<file path="src/rtl/nbody_pkg.sv">
// Shared constants for the gravity micro-step sequencer: body count,
// step counts, index widths and the scheduler state encoding.
package nbody_pkg;

  localparam int N_BODIES        = 3;
  localparam int STEPS_PER_FRAME = 2 * N_BODIES * (N_BODIES - 1);
  localparam int BODY_W          = $clog2(N_BODIES);
  localparam int STEP_W          = $clog2(STEPS_PER_FRAME);

  typedef enum logic [1:0] {
    IDLE  = 2'd0,
    POS   = 2'd1,
    SWEEP = 2'd2
  } state_t;

endpackage

</file>
<file path="src/rtl/nbody_step_scheduler_if.sv">
// Control inputs from video timing / user, and step commands to the physics
// datapath. The scheduler is the master; the datapath/environment is the slave.
interface nbody_step_scheduler_if;
  import nbody_pkg::*;

  logic              frame_tick;
  logic              video_active;
  logic              run_en;
  logic              single_step;
  logic              clr_overrun;
  logic              pos_upd;
  logic              step_valid;
  logic [BODY_W-1:0] p_sel;
  logic [BODY_W-1:0] q_sel;
  logic              axis;
  logic [STEP_W-1:0] step_idx;
  logic              busy;
  logic              done;
  logic              overrun;

  modport master (
    input  frame_tick, video_active, run_en, single_step, clr_overrun,
    output pos_upd, step_valid, p_sel, q_sel, axis, step_idx, busy, done, overrun
  );

  modport slave (
    output frame_tick, video_active, run_en, single_step, clr_overrun,
    input  pos_upd, step_valid, p_sel, q_sel, axis, step_idx, busy, done, overrun
  );

endinterface

</file>
<file path="src/rtl/nbody_pair_iter.sv">
// Walks every ordered body pair (P != Q), X then Y for each pair, and keeps
// a running step index. clear beats start beats advance.
module nbody_pair_iter
  import nbody_pkg::*;
(
  input  logic              clk,
  input  logic              rst_n,
  input  logic              clear,
  input  logic              start,
  input  logic              advance,
  output logic [BODY_W-1:0] p,
  output logic [BODY_W-1:0] q,
  output logic              axis,
  output logic [STEP_W-1:0] idx,
  output logic              last
);

  localparam logic [BODY_W:0] NB = (BODY_W + 1)'(N_BODIES);

  logic [BODY_W:0] q_inc;
  logic [BODY_W:0] q_skip;

  // Next attracting body for the same P, stepping over Q == P.
  always_comb begin
    q_inc  = {1'b0, q} + 1'b1;
    q_skip = (q_inc == {1'b0, p}) ? q_inc + 1'b1 : q_inc;
    last   = (idx == STEP_W'(STEPS_PER_FRAME - 1));
  end

  // Pair/axis/index counter.
  always_ff @(posedge clk or negedge rst_n) begin
    if (!rst_n) begin
      p    <= '0;
      q    <= '0;
      axis <= 1'b0;
      idx  <= '0;
    end else if (clear) begin
      p    <= '0;
      q    <= '0;
      axis <= 1'b0;
      idx  <= '0;
    end else if (start) begin
      p    <= '0;
      q    <= BODY_W'(1);
      axis <= 1'b0;
      idx  <= '0;
    end else if (advance) begin
      idx <= idx + 1'b1;
      if (!axis) begin
        axis <= 1'b1;
      end else begin
        axis <= 1'b0;
        if (q_skip < NB) begin
          q <= q_skip[BODY_W-1:0];
        end else begin
          // New P is never 0 after an increment, so body 0 is its first Q.
          p <= p + 1'b1;
          q <= '0;
        end
      end
    end
  end

endmodule

</file>
<file path="src/rtl/nbody_step_scheduler.sv">
// Frame-level sequencer for the shared gravity micro-step datapath:
// one position strobe per accepted frame, then a blanking-only pair sweep.
// Handles run/pause, single-frame stepping, frame division and overrun.
module nbody_step_scheduler
  import nbody_pkg::*;
#(
  parameter int FRAME_DIV = 1
) (
  input  logic                   clk,
  input  logic                   rst_n,
  nbody_step_scheduler_if.master bus
);

  localparam logic [3:0] DIV_LAST = 4'(FRAME_DIV - 1);

  state_t     state, state_next;
  logic [3:0] div_cnt;
  logic       armed;
  logic       div_last;
  logic       accept;
  logic       overrun_set;
  logic       step_valid;
  logic       last;
  logic       iter_clear;
  logic       iter_start;

  assign step_valid     = (state == SWEEP) & ~bus.video_active;
  assign bus.step_valid = step_valid;
  assign div_last       = (div_cnt == DIV_LAST);
  assign accept         = bus.frame_tick & div_last & (bus.run_en | armed);

  // Next-state logic; an accepted tick mid-frame restarts at POS and flags overrun.
  always_comb begin
    state_next  = state;
    overrun_set = 1'b0;
    case (state)
      IDLE: if (accept) state_next = POS;
      POS: begin
        if (accept) begin
          state_next  = POS;
          overrun_set = 1'b1;
        end else begin
          state_next = SWEEP;
        end
      end
      SWEEP: begin
        if (accept) begin
          state_next  = POS;
          overrun_set = 1'b1;
        end else if (step_valid && last) begin
          state_next = IDLE;
        end
      end
      default: state_next = IDLE;
    endcase
    iter_clear = (state_next != SWEEP);
    iter_start = (state == POS) && (state_next == SWEEP);
  end

  // State, divider, arm and registered status outputs.
  always_ff @(posedge clk or negedge rst_n) begin
    if (!rst_n) begin
      state       <= IDLE;
      div_cnt     <= '0;
      armed       <= 1'b0;
      bus.pos_upd <= 1'b0;
      bus.busy    <= 1'b0;
      bus.done    <= 1'b0;
      bus.overrun <= 1'b0;
    end else begin
      state       <= state_next;
      bus.pos_upd <= (state_next == POS);
      bus.busy    <= (state_next != IDLE);
      bus.done    <= (state == SWEEP) && (state_next == IDLE);
      if (bus.frame_tick) div_cnt <= div_last ? 4'd0 : div_cnt + 4'd1;
      if (accept) armed <= 1'b0;
      else if (bus.single_step && !bus.run_en) armed <= 1'b1;
      if (overrun_set) bus.overrun <= 1'b1;
      else if (bus.clr_overrun) bus.overrun <= 1'b0;
    end
  end

  nbody_pair_iter u_iter (
    .clk     (clk),
    .rst_n   (rst_n),
    .clear   (iter_clear),
    .start   (iter_start),
    .advance (step_valid),
    .p       (bus.p_sel),
    .q       (bus.q_sel),
    .axis    (bus.axis),
    .idx     (bus.step_idx),
    .last    (last)
  );

endmodule

</file>
<file path="src/flat_wrapper.sv">
// flat-port wrapper written by rule: the top's interface ports become plain ports
module nbody_step_scheduler_flat import nbody_pkg::*;
#(
  parameter int FRAME_DIV = 1
)
  (clk, rst_n, bus_frame_tick, bus_video_active, bus_run_en, bus_single_step, bus_clr_overrun, bus_pos_upd, bus_step_valid, bus_p_sel, bus_q_sel, bus_axis, bus_step_idx, bus_busy, bus_done, bus_overrun);
  nbody_step_scheduler_if bus_i ();
  input  logic clk;
  input  logic rst_n;
  input wire logic [$bits(bus_i.frame_tick)-1:0] bus_frame_tick;
  input wire logic [$bits(bus_i.video_active)-1:0] bus_video_active;
  input wire logic [$bits(bus_i.run_en)-1:0] bus_run_en;
  input wire logic [$bits(bus_i.single_step)-1:0] bus_single_step;
  input wire logic [$bits(bus_i.clr_overrun)-1:0] bus_clr_overrun;
  output wire logic [$bits(bus_i.pos_upd)-1:0] bus_pos_upd;
  output wire logic [$bits(bus_i.step_valid)-1:0] bus_step_valid;
  output wire logic [$bits(bus_i.p_sel)-1:0] bus_p_sel;
  output wire logic [$bits(bus_i.q_sel)-1:0] bus_q_sel;
  output wire logic [$bits(bus_i.axis)-1:0] bus_axis;
  output wire logic [$bits(bus_i.step_idx)-1:0] bus_step_idx;
  output wire logic [$bits(bus_i.busy)-1:0] bus_busy;
  output wire logic [$bits(bus_i.done)-1:0] bus_done;
  output wire logic [$bits(bus_i.overrun)-1:0] bus_overrun;
  assign bus_i.frame_tick = bus_frame_tick;
  assign bus_i.video_active = bus_video_active;
  assign bus_i.run_en = bus_run_en;
  assign bus_i.single_step = bus_single_step;
  assign bus_i.clr_overrun = bus_clr_overrun;
  assign bus_pos_upd = bus_i.pos_upd;
  assign bus_step_valid = bus_i.step_valid;
  assign bus_p_sel = bus_i.p_sel;
  assign bus_q_sel = bus_i.q_sel;
  assign bus_axis = bus_i.axis;
  assign bus_step_idx = bus_i.step_idx;
  assign bus_busy = bus_i.busy;
  assign bus_done = bus_i.done;
  assign bus_overrun = bus_i.overrun;
  nbody_step_scheduler #(.FRAME_DIV(FRAME_DIV)) u_core (.clk(clk), .rst_n(rst_n), .bus(bus_i));
endmodule
</file>
<file path="config.mk">
export PLATFORM = sky130hd
export DESIGN_NAME = nbody_step_scheduler_flat
export DESIGN_NICKNAME = d
export VERILOG_FILES = /design/src/rtl/nbody_pkg.sv /design/src/rtl/nbody_step_scheduler_if.sv /design/src/rtl/nbody_pair_iter.sv /design/src/rtl/nbody_step_scheduler.sv /design/src/flat_wrapper.sv
export SDC_FILE = /design/constraint.sdc
export NUM_CORES = 1
export LEC_CHECK = 0
export ABC_CLOCK_PERIOD_IN_PS = 4350
export BUFFER_PORTS_ARGS = -buffer_cell sky130_fd_sc_hd__buf_2
export CAP_MARGIN = 20
export CORE_MARGIN = 2
export CORE_UTILIZATION = 35
export DETAILED_ROUTE_END_ITERATION = 10
export SETUP_SLACK_MARGIN = 0.15
export SLEW_MARGIN = 5
export SYNTH_ARGS = -nofsm -noshare
export SYNTH_HDL_FRONTEND = slang
export SYNTH_SLANG_ARGS = --single-unit
</file>
<file path="constraint.sdc">
create_clock -name clk -period 4.35 [get_ports clk]
set_input_delay 0.6525 -clock clk [delete_from_list [all_inputs] [get_ports clk]]
set_output_delay 0.6525 -clock clk [all_outputs]
set_load 0.005 [all_outputs]
</file>
* Yosys cells after proc, flatten, opt, wreduce, memory -nomap -nowiden
Cells that the tools add are included.
** Operators by class
- Reductions and logical operators :: 16
- Muxes and demuxes :: 30
- Bitwise logic cells :: 5
- $lt $le $gt $ge :: 1
- Add/subtract/negate cells :: 5
- Equality and inequality tests :: 8
** Operators by type and width (number)
- 2-bit 2-to-1 mux :: 14
- 4-bit 2-to-1 mux :: 4
- 1-bit 2-to-1 mux :: 10
- 4-bit by 1-bit adder with 4-bit output, second input constant :: 2
- 2-bit one-hot mux with 3 select lines :: 1
- 2-bit nonzero test :: 3
- 3-bit nonzero test :: 2
- 2-bit by 1-bit equality test with 1-bit output, second input constant :: 2
- 2-bit equality test, second input constant :: 2
- 4-bit equality test, second input constant :: 1
- 1-bit logical AND :: 4
- 2-bit logical NOT :: 2
- 4-bit logical NOT :: 1
- 2-bit by 1-bit adder with 3-bit output, second input constant :: 1
- 3-bit by 1-bit adder with 3-bit output, second input constant :: 1
- 1-bit bitwise AND :: 3
- 3-bit by 2-bit equality test with 1-bit output :: 1
- 3-bit by 2-bit less-than comparator with 1-bit output, second input constant :: 1
- 3-bit 2-to-1 mux :: 1
- 3-bit by 1-bit != test with 1-bit output, second input constant :: 1
- 3-bit AND reduction :: 1
- 2-bit by 1-bit adder with 2-bit output, second input constant :: 1
- 2-bit != test, second input constant :: 1
- 2-bit AND reduction :: 1
- 4 further kinds :: 4
** Storage, ports and cells
- Word-level logic and storage cells :: 76
- Register bits :: 20
- Input bits :: 7
- Output and inout port bits :: 14

* Longest topological paths before layout
- Depth after elaboration :: 10
- Depth in mapped cells :: 7
- Depth with buffers taken out :: 7

* Cells and area by module
Synthesis repeated with hierarchy kept, for this count alone.
** Second synthesis, totals
- Cells, all modules :: 122
- Area total of the unflattened synthesis :: 1162.4 um^2
** By module, submodules not included
- nbody_step_scheduler :: times used 1, area each 595.6 um^2, cells each 60, sequential area each 275.3 um^2
- nbody_pair_iter :: times used 1, area each 566.8 um^2, cells each 62, sequential area each 225.2 um^2

* Worst setup path after synthesis
Ideal clock, no wire load.
- Kind :: reg-to-reg
- Start point :: reg u_core.u_iter.q[0]
- End point :: reg u_core.u_iter.p[1]
- Cell stages (with the launch flop) :: 6
- Setup time :: 0.079 ns
- Path buffers :: 0
- Arrival :: 1.590 ns
- Clock period less this slack :: 1.670 ns
- Path slack :: 2.680 ns
- Cells stage by stage :: dfrtp_1 > inv_1 > ha_1 > a211o_1 > a211oi_2 > mux2i_1
** Between the ends
- Cells in the longest elaborated chain, start to end :: 6
- Elaborated cells between the ends (all ways) :: 7
- Classes of those cells :: add/sub: 2; order compare: 1; eq/ne: 2; mux: 1; reduce/logical: 1
** Ends and longest elaborated chain
- from (decl) :: line nbody_pair_iter.sv:12 : output logic [BODY_W-1:0] q,
- from (signal assigned) :: line nbody_pair_iter.sv:54 : q <= q_skip[BODY_W-1:0];
- 2-bit by 1-bit adder with 3-bit output * :: line nbody_pair_iter.sv:25 : q_inc = {1'b0, q} + 1'b1;
- 3-bit by 1-bit adder with 3-bit output / 3-bit by 2-bit equality test with 1-bit output (equally long branches) :: line nbody_pair_iter.sv:26 : q_skip = (q_inc == {1'b0, p}) ? q_inc + 1'b1 : q_inc;
- 3-bit 2-to-1 mux * :: line nbody_pair_iter.sv:26
- 3-bit by 2-bit less-than comparator with 1-bit output * :: line nbody_pair_iter.sv:53 : if (q_skip < NB) begin
- 3-bit by 1-bit != test with 1-bit output (no source line) *
- 3-bit AND reduction (no source line) *
- to (signal assigned) :: line nbody_pair_iter.sv:57 : p <= p + 1'b1;
- to (decl) :: line nbody_pair_iter.sv:11 : output logic [BODY_W-1:0] p,
Every way passes the cells marked *; elsewhere a longest branch is shown, timed or not.
A chain may end at the register's enable or synchronous reset.

* Worst setup path after layout
- Start point :: reg u_core.state[0]
- End point :: out bus_step_valid
** Between the ends
- Cells in the longest elaborated chain, start to end :: 2
** Ends and longest elaborated chain
- from (decl) :: line nbody_step_scheduler.sv:16 : state_t state, state_next;
- from (signal assigned) :: line nbody_step_scheduler.sv:71 : state <= state_next;
- 2-bit equality test :: line nbody_step_scheduler.sv:27 : assign step_valid = (state == SWEEP) & ~bus.video_active;
- 1-bit bitwise AND :: line nbody_step_scheduler.sv:27
- to (decl) :: line flat_wrapper.sv:16 : output wire logic [$bits(bus_i.step_valid)-1:0] bus_step_valid;
No other way between the ends.

==> flow_summary.toml <==
[outcome]
status = "finished clean"

[logic_synthesis]
syn-num-nets = 128
avgSynthCellArea_sq_um = 10.1
yosysTopAreaCellShare_pct = 44.3
seq_area_frac_synth_pct = 44.3
synth-seq-cells = 20
syn_inst = 112
netlist_area_sq_um = 1130
yosysWarnings = 0
yosysTopAreaCell = "dfrtp_1"
synth.area.top_cells = "dfrtp_1, ha_1, nor2_1"
synth.distinct_cells = 33

[timing]
final.period_utilization_pct = 55.8
fin_tns_setup_ns = 0
maxSlewHeadroom_pct = 65.9
drv_slew = 0
hold_ws_ns = 0.276
final_hold_viol_count = 0
setup_viol = 0
fmax_mhz = 412
worst_pin_slew_ns = 0.510
finClkSkew_ns = 0.00157
period_needed_ns = 2.43
rsz0062_at_grt = "no"

[clock_tree]
cts_buffers = 3
cts_root_buffer = "clkbuf_4"
cts_hold_buffers = 0
clk_pin_slew_ns = 0.11
cts_sinks = 20
cts_tree = "yes"
post-cts-setup-buffers = 0
ctsResizeCount = 0
clockBufferDepth = 2
htreeDepth = 1
worstSkewPairLatency_ns = 0.30

[global_routing]
antenna_found_initial = 0
grt_util_all_layers_pct = 13.5
grt_pass1_wl_mm = 3.74
grt-ovfl-total = 0
grt_max_degree = 21
grt_pass1_vias = 844

[final_layout]
nFillCells = 328
antenna_cells = 0
nets = 152
design_area_sq_um = 1320
syn2layout_area_growth_pct = 16.5
final_cell_mix = "buf_2, dfrtp_1, nor2_1, inv_1, ha_1"
multiInputGateArea_sq_um = 578
finish.utilization_pct = 43.1
drive_gt1_share_pct = 23.0
final-seq-area_sq_um = 500

[floorplanning]
coreArea_sq_um = 3050
die_w_um = 60.8
ios = 21
die_h_um = 60.8
dieArea_sq_um = 3690
start_util_pct = 37.0
row_count = 20

[setup_path]
cp_slowest_stage_delay_ns = 0.47
cp_slowest_cell = "nor2b_1"
r2r-start = "u_core.u_iter.q[0]"
critical_path.max_fanout = 6
critPathTopFamily = "simple AND/OR/NAND/NOR gates"
criticalPathCategory = "flip-flop to primary output"
critPathBufInv = 2
setup.worst_path.start_class = "flip-flop"
crit_arrival_ns = 1.77
ff2ff_setup_slack_ns = 2.49
cp.required_ns = 3.70
ff2ff_path_depth = 5
crit_chain = "inv_1 -> ha_1 -> nor2b_1 -> buf_2"
end_kind = "primary output"
r2r_end = "u_core.u_iter.p[1]"

[power_and_ir_drop]
power_leakage_nw = 0.638
p_per_area_nw_per_um2 = 503
power_mw = 0.661
peakVddDrop_mv = 0.218

[routing]
antenna_left = 0
routedWlPerCell_um = 11.9
drt-initial-drc-count = 50
drc = 0
vias = 852
routed_wl_mm = 2.13
drt_pass1_iterations = 4
via_per_inst = 4.76

[placed_design]
place_congestion = 0.845
numPortBuffers = 20
place_area_sq_um = 1280
hpwl_mm = 1.64

[hold_path]
hp-class = "input pin to asynchronous set/reset pin"

[job]
maxCapViolCount = 0
## sequential cells by signal (all words and copies together), names as in the netlist
signal / count
u_core.u_iter.p: 2
u_core.state: 2
u_core.bus.pos_upd: 1
u_core.u_iter.q: 2
u_core.bus.done: 1
u_core.bus.busy: 1
u_core.u_iter.axis: 1
u_core.bus.overrun: 1
u_core.div_cnt: 4
u_core.u_iter.idx: 4
u_core.armed: 1
## worst reg2reg max path: cells and delay by family, from the launching register on
kind / cells / cell delay, ns
AOI/OAI and AO/OA: 2 / 0.59
DFF: 1 / 0.49
adders and majority gates: 1 / 0.39
muxes: 1 / 0.22
buffers and inverters: 1 / 0.11
## Yosys cell counts
cell type  instances
nand2_4            1
nand4bb_1          1
xor2_1             3
inv_1             12
ha_1               9
nor3_1             3
nand2b_1           2
dfrtp_1           20
and2_1             1
a21oi_1            4
o21ai_0            4
buf_2              1
or2_4              1
a211oi_1           1
mux2i_1            3
xnor2_1            4
and4bb_4           1
a211o_1            1
nand3_1            3
o22ai_1            1
and4_1             1
o32a_4             1
nor2b_1            3
a2111oi_2          1
and3_1             2
nand4_1            4
o31ai_1            1
a211oi_2           1
o21ai_1            1
nand2_1            6
nand3b_1           1
a31o_2             1
nor2_1            13
## routing by layer
layer  share of wire [%]  track usage [%]  vias to the layer above
li1                    -                -                      432
met1                  48             16.6                      400
met2                  47             23.7                       18
met3                 4.6             3.41                        2
met4                0.75             3.73                        0
met5                   0                0                        -
## final cells by class
cell class | instances | share of cell area (%)
well taps | 44 | 4.19
clock buffers | 4 | 2.76
flip-flops and latches | 20 | 38.1
inverters | 12 | 3.43
multi-input cells | 79 | 44.0
repair buffers | 20 | 7.61
## power by group
group          internal, mW  total (mW)  switching, mW
clock                0.0511       0.110         0.0592
sequential            0.237       0.276         0.0390
combinational         0.121       0.275          0.154
total                 0.409       0.661          0.252
## how the worst max path moves through the flow
stage	from	to	slack, ns	cells after the start
after floorplan	u_core.u_iter.q[0]	u_core.u_iter.p[1]	2.68	5
after global placement	u_core.state[0]	bus_step_valid	2.34	4
after detailed placement	u_core.state[0]	bus_step_valid	2.26	4
after CTS	u_core.state[0]	bus_step_valid	1.89	4
after global routing	u_core.state[0]	bus_step_valid	1.76	4
final	u_core.state[0]	bus_step_valid	1.92	4
## cell families after synthesis
logic type | count (synthesis) | share of synthesized area [%]
and+or+nand+nor | 43 | 21.3
DFF | 20 | 44.3
AOI/OAI and AO/OA | 17 | 11.9
buffers and inverters | 13 | 4.43
adders and majority gates | 9 | 9.98
xor gates and xnor gates | 7 | 5.43
muxes | 3 | 2.66
## through the flow
step	worst slack [ns]	instances
after floorplan	2.68	112
after global placement	2.34	175
after detailed placement	2.26	175
after CTS	1.89	179
after global routing	1.76	179
final	1.92	179
Note: power is estimated with default switching activity, not from simulation.
